===== config.mk =====
export PLATFORM = sky130hd
export DESIGN_NAME = apb_push_poller
export DESIGN_NICKNAME = d
export VERILOG_FILES = /design/src/rtl/apb_push_poller.sv
export SDC_FILE = /design/constraint.sdc
export NUM_CORES = 1
export LEC_CHECK = 0
export CAP_MARGIN = 25
export CORE_ASPECT_RATIO = 1.25
export CORE_MARGIN = 5
export CORE_UTILIZATION = 40
export CTS_BUF_LIST = sky130_fd_sc_hd__clkbuf_4 sky130_fd_sc_hd__clkbuf_8 sky130_fd_sc_hd__clkbuf_16
export DETAILED_ROUTE_END_ITERATION = 6
export PLACE_DENSITY_LB_ADDON = 0.05
export SYNTH_ARGS = -nofsm -noshare
export SYNTH_HDL_FRONTEND = slang
export SYNTH_SLANG_ARGS = --single-unit
export TNS_END_PERCENT = 5

===== constraint.sdc =====
create_clock -name pclk -period 3.2 [get_ports pclk]
set_clock_uncertainty 0.2 [all_clocks]
set_input_delay 0.32 -clock pclk [delete_from_list [all_inputs] [get_ports pclk]]
set_output_delay 0.32 -clock pclk [all_outputs]
set_load 0.1 [all_outputs]

===== src/rtl/apb_push_poller.sv =====
// ---------------------------------------------------------------------------
// apb_push_poller
//
// APB read-only requester. It repeatedly sweeps the four push-button status
// registers at BASE_ADDR, BASE_ADDR+4, BASE_ADDR+8 and BASE_ADDR+C. From each
// register it extracts one status bit and keeps it as a 4-bit push state. It
// also emits a one-cycle rising-edge event for each bit.
//
// Ports
//   pclk, preset      clock (rising edge); asynchronous active-high reset
//   enable            level: 1 = run periodic sweeps
//   err_clr           one-cycle pulse that clears err
//   paddr/psel/penable/pwrite/pwdata   APB requester outputs
//                                      (pwrite and pwdata are tied 0)
//   prdata/pready/pslverr              APB completer responses
//   push_state[3:0]   last successfully sampled status bit per register
//   push_rise[3:0]    one-cycle pulse on a 0->1 change of push_state
//   err               sticky flag: timeout or pslverr seen
//   busy              1 while a transfer is in SETUP or ACCESS
// ---------------------------------------------------------------------------
module apb_push_poller #(
   parameter logic [31:0] BASE_ADDR     = 32'hA0010000,
   parameter int unsigned POLL_INTERVAL = 1000,
   parameter int unsigned TIMEOUT       = 16
) (
   input  logic        pclk,
   input  logic        preset,
   input  logic        enable,
   input  logic        err_clr,
   output logic [31:0] paddr,
   output logic        psel,
   output logic        penable,
   output logic        pwrite,
   output logic [31:0] pwdata,
   input  logic [31:0] prdata,
   input  logic        pready,
   input  logic        pslverr,
   output logic [3:0]  push_state,
   output logic [3:0]  push_rise,
   output logic        err,
   output logic        busy
);

   localparam int unsigned WW = (POLL_INTERVAL > 1) ? $clog2(POLL_INTERVAL) : 1;
   localparam int unsigned TW = (TIMEOUT > 1) ? $clog2(TIMEOUT) : 1;

   typedef enum logic [1:0] {S_IDLE, S_SETUP, S_ACCESS, S_WAIT} state_t;

   state_t        r_state, w_next_state;
   logic [1:0]    r_idx, w_next_idx;
   logic [WW-1:0] r_wcnt, w_next_wcnt;
   logic [TW-1:0] r_tcnt, w_next_tcnt;

   logic [31:0]   r_paddr;
   logic          r_psel, r_penable, r_busy, r_err;
   logic [3:0]    r_push_state, r_push_rise;

   logic          w_xfer_done, w_timeout, w_end, w_ok, w_fault, w_bit;
   logic          w_unused_prdata;

   // Only bits 0, 7, 15 and 31 of prdata carry status.
   assign w_unused_prdata = ^{prdata[30:16], prdata[14:8], prdata[6:1]};

   // The ACCESS phase ends either when the completer answers or when pready
   // has been low for TIMEOUT consecutive ACCESS cycles.
   assign w_xfer_done = (r_state == S_ACCESS) && pready;
   assign w_timeout   = (r_state == S_ACCESS) && !pready && (r_tcnt == TW'(TIMEOUT - 1));
   assign w_end       = w_xfer_done || w_timeout;
   assign w_ok        = w_xfer_done && !pslverr;
   assign w_fault     = (w_xfer_done && pslverr) || w_timeout;

   // Each register places its status bit at a different position.
   always_comb begin
      w_bit = 1'b0;
      case (r_idx)
         2'd0: w_bit = prdata[0];
         2'd1: w_bit = prdata[7];
         2'd2: w_bit = prdata[15];
         2'd3: w_bit = prdata[31];
         default: w_bit = 1'b0;
      endcase
   end

   // NOTE: every signal written here gets a default first, so no path can
   // leave it unassigned. Otherwise synthesis would infer a latch.
   always_comb begin
      w_next_state = r_state;
      w_next_idx   = r_idx;
      w_next_wcnt  = r_wcnt;
      w_next_tcnt  = r_tcnt;
      case (r_state)
         S_IDLE: begin
            if (enable) begin
               w_next_idx   = 2'd0;
               w_next_state = S_SETUP;
            end
         end
         S_SETUP: begin
            w_next_tcnt  = '0;
            w_next_state = S_ACCESS;
         end
         S_ACCESS: begin
            // Dropping enable never aborts a transfer; it only decides what
            // follows once the transfer is over.
            if (w_end) begin
               if (!enable) begin
                  w_next_state = S_IDLE;
               end else if (r_idx != 2'd3) begin
                  w_next_idx   = r_idx + 2'd1;
                  w_next_state = S_SETUP;
               end else begin
                  w_next_wcnt  = WW'(POLL_INTERVAL - 1);
                  w_next_state = S_WAIT;
               end
            end else begin
               w_next_tcnt = r_tcnt + 1'b1;
            end
         end
         S_WAIT: begin
            if (!enable) begin
               w_next_state = S_IDLE;
            end else if (r_wcnt == '0) begin
               w_next_idx   = 2'd0;
               w_next_state = S_SETUP;
            end else begin
               w_next_wcnt = r_wcnt - 1'b1;
            end
         end
         default: w_next_state = S_IDLE;
      endcase
   end

   // NOTE: sequential state uses non-blocking assignments only. All registers
   // update together on the edge, whatever order these statements are in.
   always_ff @(posedge pclk or posedge preset) begin
      if (preset) begin
         r_state      <= S_IDLE;
         r_idx        <= 2'd0;
         r_wcnt       <= '0;
         r_tcnt       <= '0;
         r_paddr      <= '0;
         r_psel       <= 1'b0;
         r_penable    <= 1'b0;
         r_busy       <= 1'b0;
         r_err        <= 1'b0;
         r_push_state <= '0;
         r_push_rise  <= '0;
      end else begin
         r_state   <= w_next_state;
         r_idx     <= w_next_idx;
         r_wcnt    <= w_next_wcnt;
         r_tcnt    <= w_next_tcnt;
         // The bus controls are decoded from the next state. This way they
         // come straight from flops and line up with the state they describe.
         r_psel    <= (w_next_state == S_SETUP) || (w_next_state == S_ACCESS);
         r_penable <= (w_next_state == S_ACCESS);
         r_busy    <= (w_next_state == S_SETUP) || (w_next_state == S_ACCESS);
         if (w_next_state == S_SETUP)
            r_paddr <= BASE_ADDR + {28'd0, w_next_idx, 2'b00};

         r_push_rise <= '0;
         if (w_ok) begin
            r_push_state[r_idx] <= w_bit;
            if (w_bit && !r_push_state[r_idx])
               r_push_rise[r_idx] <= 1'b1;
         end

         // A new error takes priority over a clear in the same cycle.
         if (w_fault)
            r_err <= 1'b1;
         else if (err_clr)
            r_err <= 1'b0;
      end
   end

   assign paddr      = r_paddr;
   assign psel       = r_psel;
   assign penable    = r_penable;
   assign pwrite     = 1'b0;
   assign pwdata     = '0;
   assign push_state = r_push_state;
   assign push_rise  = r_push_rise;
   assign err        = r_err;
   assign busy       = r_busy;

endmodule


=== Yosys cells after proc, flatten, opt, wreduce, memory -nomap -nowiden ===
Cells that the tools add are included.

* Add/subtract/negate cells: 4
* Magnitude comparators: 2
* Equal/unequal tests: 16
* Muxes and demuxes: 32
* Reductions and logical operators: 21

{| class="wikitable"
|+ Operators by type and width
! cell !! number
|-
| 10-bit two-way mux || 5
|-
| 32-bit by 4-bit adder with 32-bit output (first input constant) || 1
|-
| 2-bit two-way mux || 12
|-
| 10-bit one-hot mux with 2 select lines || 1
|-
| 2-bit inequality test (second input constant) || 7
|-
| 4-bit two-way mux || 3
|-
| 2-bit equality test (second input constant) || 5
|-
| 10-bit zero test || 1
|-
| 10-bit by 1-bit subtractor with 10-bit output (second input constant) || 1
|-
| 2-bit one-hot mux with 4 select lines || 1
|-
| 4-bit one-hot mux with 2 select lines || 1
|-
| 1-bit logical AND || 7
|-
| 2-bit by 1-bit equality test with 1-bit output (second input constant) || 3
|-
| 2-bit one-hot mux with 3 select lines || 1
|-
| 6-bit AND reduction || 1
|-
| 2-bit nonzero test || 3
|-
| 4-bit by 1-bit adder with 4-bit output (second input constant) || 1
|-
| 4-bit bitwise mux || 1
|-
| 4-bit equality test (second input constant) || 1
|-
| 2-bit zero test || 2
|-
| 1-bit two-way mux || 4
|-
| 1-bit one-hot mux with 4 select lines || 1
|-
| 1-bit zero test || 3
|-
| 1-bit logical OR || 3
|-
| 6 further kinds || 6
|}

* Flip-flop bits (word level): 61
* Bits of input ports: 38
* Word-level logic and storage cells: 85

=== Longest topological paths before layout ===
* Depth in word-level cells: 8
* Depth in mapped cells: 8
* Depth with buffers taken out: 8

=== Worst setup path after synthesis ===
No wires, ideal clock.

* Path kind: register -> register
* Start: register r_wcnt[0]
* End: register r_busy (netlist: busy)
* Library setup time: 113 ps
* Arrival time: 1863 ps
* Slack: 1024 ps
* Cell stages (with the launch flop): 9
* Buffers on the path: 0
* Period minus slack after synthesis: 2176 ps
* Cells stage by stage: dfrtp_1 > inv_1 > ha_1 > nor3b_1 > nand3_2 > a21oi_1 > o221ai_1 > ha_1 > inv_1

* Longest elaborated chain between the ends: 6
* Elaborated cells on any way between the ends: 7
* Classes of those cells: 2 x eq/ne; 3 x mux; 2 x reduce/logical

{| class="wikitable"
|+ Ends and longest elaborated chain
! element !! line !! RTL
|-
| start, declared || 51 || <nowiki>logic [WW-1:0] r_wcnt, w_next_wcnt;</nowiki>
|-
| start signal, assigned || 151 || <nowiki>r_wcnt <= w_next_wcnt;</nowiki>
|-
| 10-bit zero test * || 122 || <nowiki>end else if (r_wcnt == '0) begin</nowiki>
|-
| 2-bit two-way mux * || 122 ||
|-
| 2-bit two-way mux * || 120 || <nowiki>if (!enable) begin</nowiki>
|-
| 2-bit one-hot mux with 4 select lines * || 91 || <nowiki>case (r_state)</nowiki>
|-
| 2-bit by 1-bit equality test with 1-bit output / 2-bit equality test (equally long branches) || 157 || <nowiki>r_busy <= (w_next_state == S_SETUP) || (w_next_state == S_ACCESS);</nowiki>
|-
| 1-bit logical OR * || 157 ||
|-
| end signal, assigned || 157 ||
|-
| end, declared || 55 || <nowiki>logic r_psel, r_penable, r_busy, r_err;</nowiki>
|}

Every way passes the cells marked *; elsewhere a longest branch is shown, timed or not.
A chain may end at the register's enable or synchronous reset.

=== Final worst setup path ===
Same ends and word-level chain as after synthesis.

==> out/results.ini <==
[worst_setup_path]
cp_max_fo = 9
critPathMaxStageDelay_ns = 0.44
worstSetupEndpointType = flop
critical_path.slowest_cell = nor3b_1
crit_chain = inv_1, ha_1, nor3b_1, nand3_2, a21oi_1, o221ai_1, ha_1, inv_1
crit_required_ns = 3.18
crit_type = reg -> reg
cp.arrival_ns = 2.45
cp-start-kind = flop

[placement]
place.gp.congestion = 0.740
port_buffers = 26
dp_hpwl_um = 3150
place_area_um2 = 2230

[global_route]
grt_max_degree = 33
grt_pass1_vias = 1393
antenna_found_initial = 0
grt_usage_pct = 12.0
grt_overflow = 0
grt_pass1_wl_um = 6880

[cells_and_area]
fin_nets = 305
nFillCells = 551
stdcell_area_um2 = 2320
syn_to_final_growth_pct = 6.55
multi_input_area_um2 = 1040
drive_gt1_share_pct = 14.7
final_util_pct = 43.2
regArea_um2 = 801
diodes = 0

[floorplanning]
die_w_um = 76.0
ios = 115
coreArea_um2 = 5370
initial_utilization_pct = 40.6
fp.dieH_um = 92.5
design.die.area_um2 = 7030
rows = 30

[job]
max-cap-violations = 0

[synth]
synthArstFlopShare_pct = 100
synth_area_um2 = 2180
yosysUniqueCellTypes = 48
ys_ff_latch = 32
synth_edf_count = 0
synth_cells = 239
synth_ff_type = dfrtp_1
syn_area_per_cell_um2 = 9.11
synth_seq_area_share_pct = 36.8
synth-warning-count = 0

[drt]
firstDrtPassIters = 4
drc = 0
drt-initial-drc-count = 53
routedWlPerCell_um = 13.0
wirelength_um = 4270
antenna_left = 0
vias = 1542
vias_per_cell = 4.69

[timing]
drv_slew = 0
fmax_mhz = 406
period_share_pct = 77.0
worst_pin_slew_ns = 0.961
tns_ns = 0
finalSetupViolCount = 0
rsz0062_at_grt = no
hold_viol = 0
min_period_ns = 2.47
slew_headroom_pct = 35.8

[power]
totalPowerFinal_uw = 2350
p_per_area_nw_per_um2 = 1010
peakVddDrop_mv = 0.395
leakagePower_uw = 0.00107

[cts]
cts_max_path_buffers = 2
postCtsHoldBufs = 0
clockRootBuffer = clkbuf_8
cts_tree = built
post_cts.repair.setup_buffers = 0
clkSlewWorstSetupHoldPaths_ns = 0.07
cts_sinks = 32
cts_resized = 0
clk_latency_ns = 0.28
cts_buffers = 5
htree_levels = 2

[min_path]
hp-class = in -> async

[outcome]
status = finished clean

-- report_power, final --
part           switching [µW]  total [µW]  leakage [µW]  internal, µW
Combinational            1000        1290      0.000624           291
Clock                     155         327     0.0000510           172
Sequential                181         730      0.000399           549
-- layout by cell type, fill, tap and decap left out, types with 3 or more instances in the layout --
cell	Yosys	routed
a21oi_1	11	11
nand2_1	10	10
nor2_1	8	8
buf_4	63	16
clkbuf_8	0	6
inv_1	16	16
dfrtp_1	32	32
nand3b_1	4	4
nor4_1	3	3
clkdlybuf4s50_1	0	13
nor3b_1	3	3
a31oi_1	7	7
nand3_1	7	7
and4_1	3	3
conb_1	1	60
o21ai_0	8	8
ha_1	3	3
nor3_1	8	8
nand2b_1	4	4
mux2_2	4	4
-- state kept, by name (all words and copies together), names as in the netlist --
signal      cells
paddr           3
push_state      4
push_rise       4
r_idx           2
penable         1
r_state         2
r_tcnt          4
busy            1
r_wcnt         10
err             1
-- metal layers --
metal | vias to the layer above | GRT usage, % | part of all wire, %
met3 | 4 | 3.70 | 7.9
met1 | 722 | 14.7 | 41
met4 | 0 | 4.90 | 1.4
li1 | 761 | - | -
met5 | - | 0 | 0
met2 | 55 | 19.4 | 49
-- area by class of cell --
cell class	instances	share of cell area (%)
multi-input cells	180	44.7
repair buffers	29	10.8
clock inverters	2	0.431
clock buffers	6	3.56
inverters	16	2.59
well taps	64	3.45
flip-flops and latches	32	34.5
-- cells in the mapped netlist (2+ instances only) --
cell type  instances  area, µm²
a211oi_1           2       15.0
a21oi_1           11       55.1
a31oi_1            7       43.8
and3_1             2       12.5
and4_1             3       26.3
buf_2              2       10.0
buf_4             63        473
clkbuf_1           4       15.0
dfrtp_1           32        801
ha_1               3       37.5
inv_1             16       60.1
mux2_2             4       45.0
mux2i_1            2       20.0
nand2_1           10       37.5
nand2b_1           4       25.0
nand3_1            7       35.0
nand3b_1           4       30.0
nand4_1            2       12.5
nor2_1             8       30.0
nor3_1             8       40.0
nor3b_1            3       22.5
nor4_1             3       18.8
o21ai_0            8       40.0
o221ai_1           2       17.5
o22ai_1            2       12.5
o311ai_0           2       17.5
or2_2              2       12.5
or3_1              2       12.5
xnor2_1            2       17.5
-- worst paths after layout --
kind,start,to,slack [ns],cells past startpoint
hold reg to reg,r_wcnt[0],r_wcnt[0],0.29,1
hold / removal,preset,push_state[3],0.22,3
max in group asynchronous,preset,r_state[1],2.28,3
min in group pclk,r_wcnt[0],r_wcnt[0],0.29,1
setup reg to reg,r_wcnt[0],busy,0.73,8
setup / recovery,r_wcnt[0],busy,0.73,8
-- logic make-up (layout without fill, tap and decap cells) --
kind of cell             Yosys count  count (layout)  share of synthesized area [%]
buffers and inverters             86              53                           25.8
AND/OR/NAND/NOR                   66              66                           18.4
AO/OA/AOI/OAI                     42              42                           12.6
flip-flops                        32              32                           36.8
multiplexers                       7               7                           3.68
adder cells (fa/ha/maj)            3               3                           1.72
XOR/XNOR                           2               2                          0.804
other                              1              60                          0.172
-- worst max-delay path: cells and delay by family, from the launching register on --
family,cells,cell delay [ns]
AO/OA/AOI/OAI,2,0.45
adder cells (fa/ha/maj),2,0.50
buffers and inverters,2,0.10
flip-flops,1,0.40
AND/OR/NAND/NOR,2,0.73
-- per-stage QoR --
stage                     std cells  setup WS (ns)  hold slack, ns
after CTS                       329          0.703           0.253
after global placement          321          0.718           0.283
after global routing            329          0.523           0.297
final                           329          0.735           0.221
after floorplan                 298           1.02           0.219
after detailed placement        321          0.722           0.287
Power figures use the tool's default switching activity.
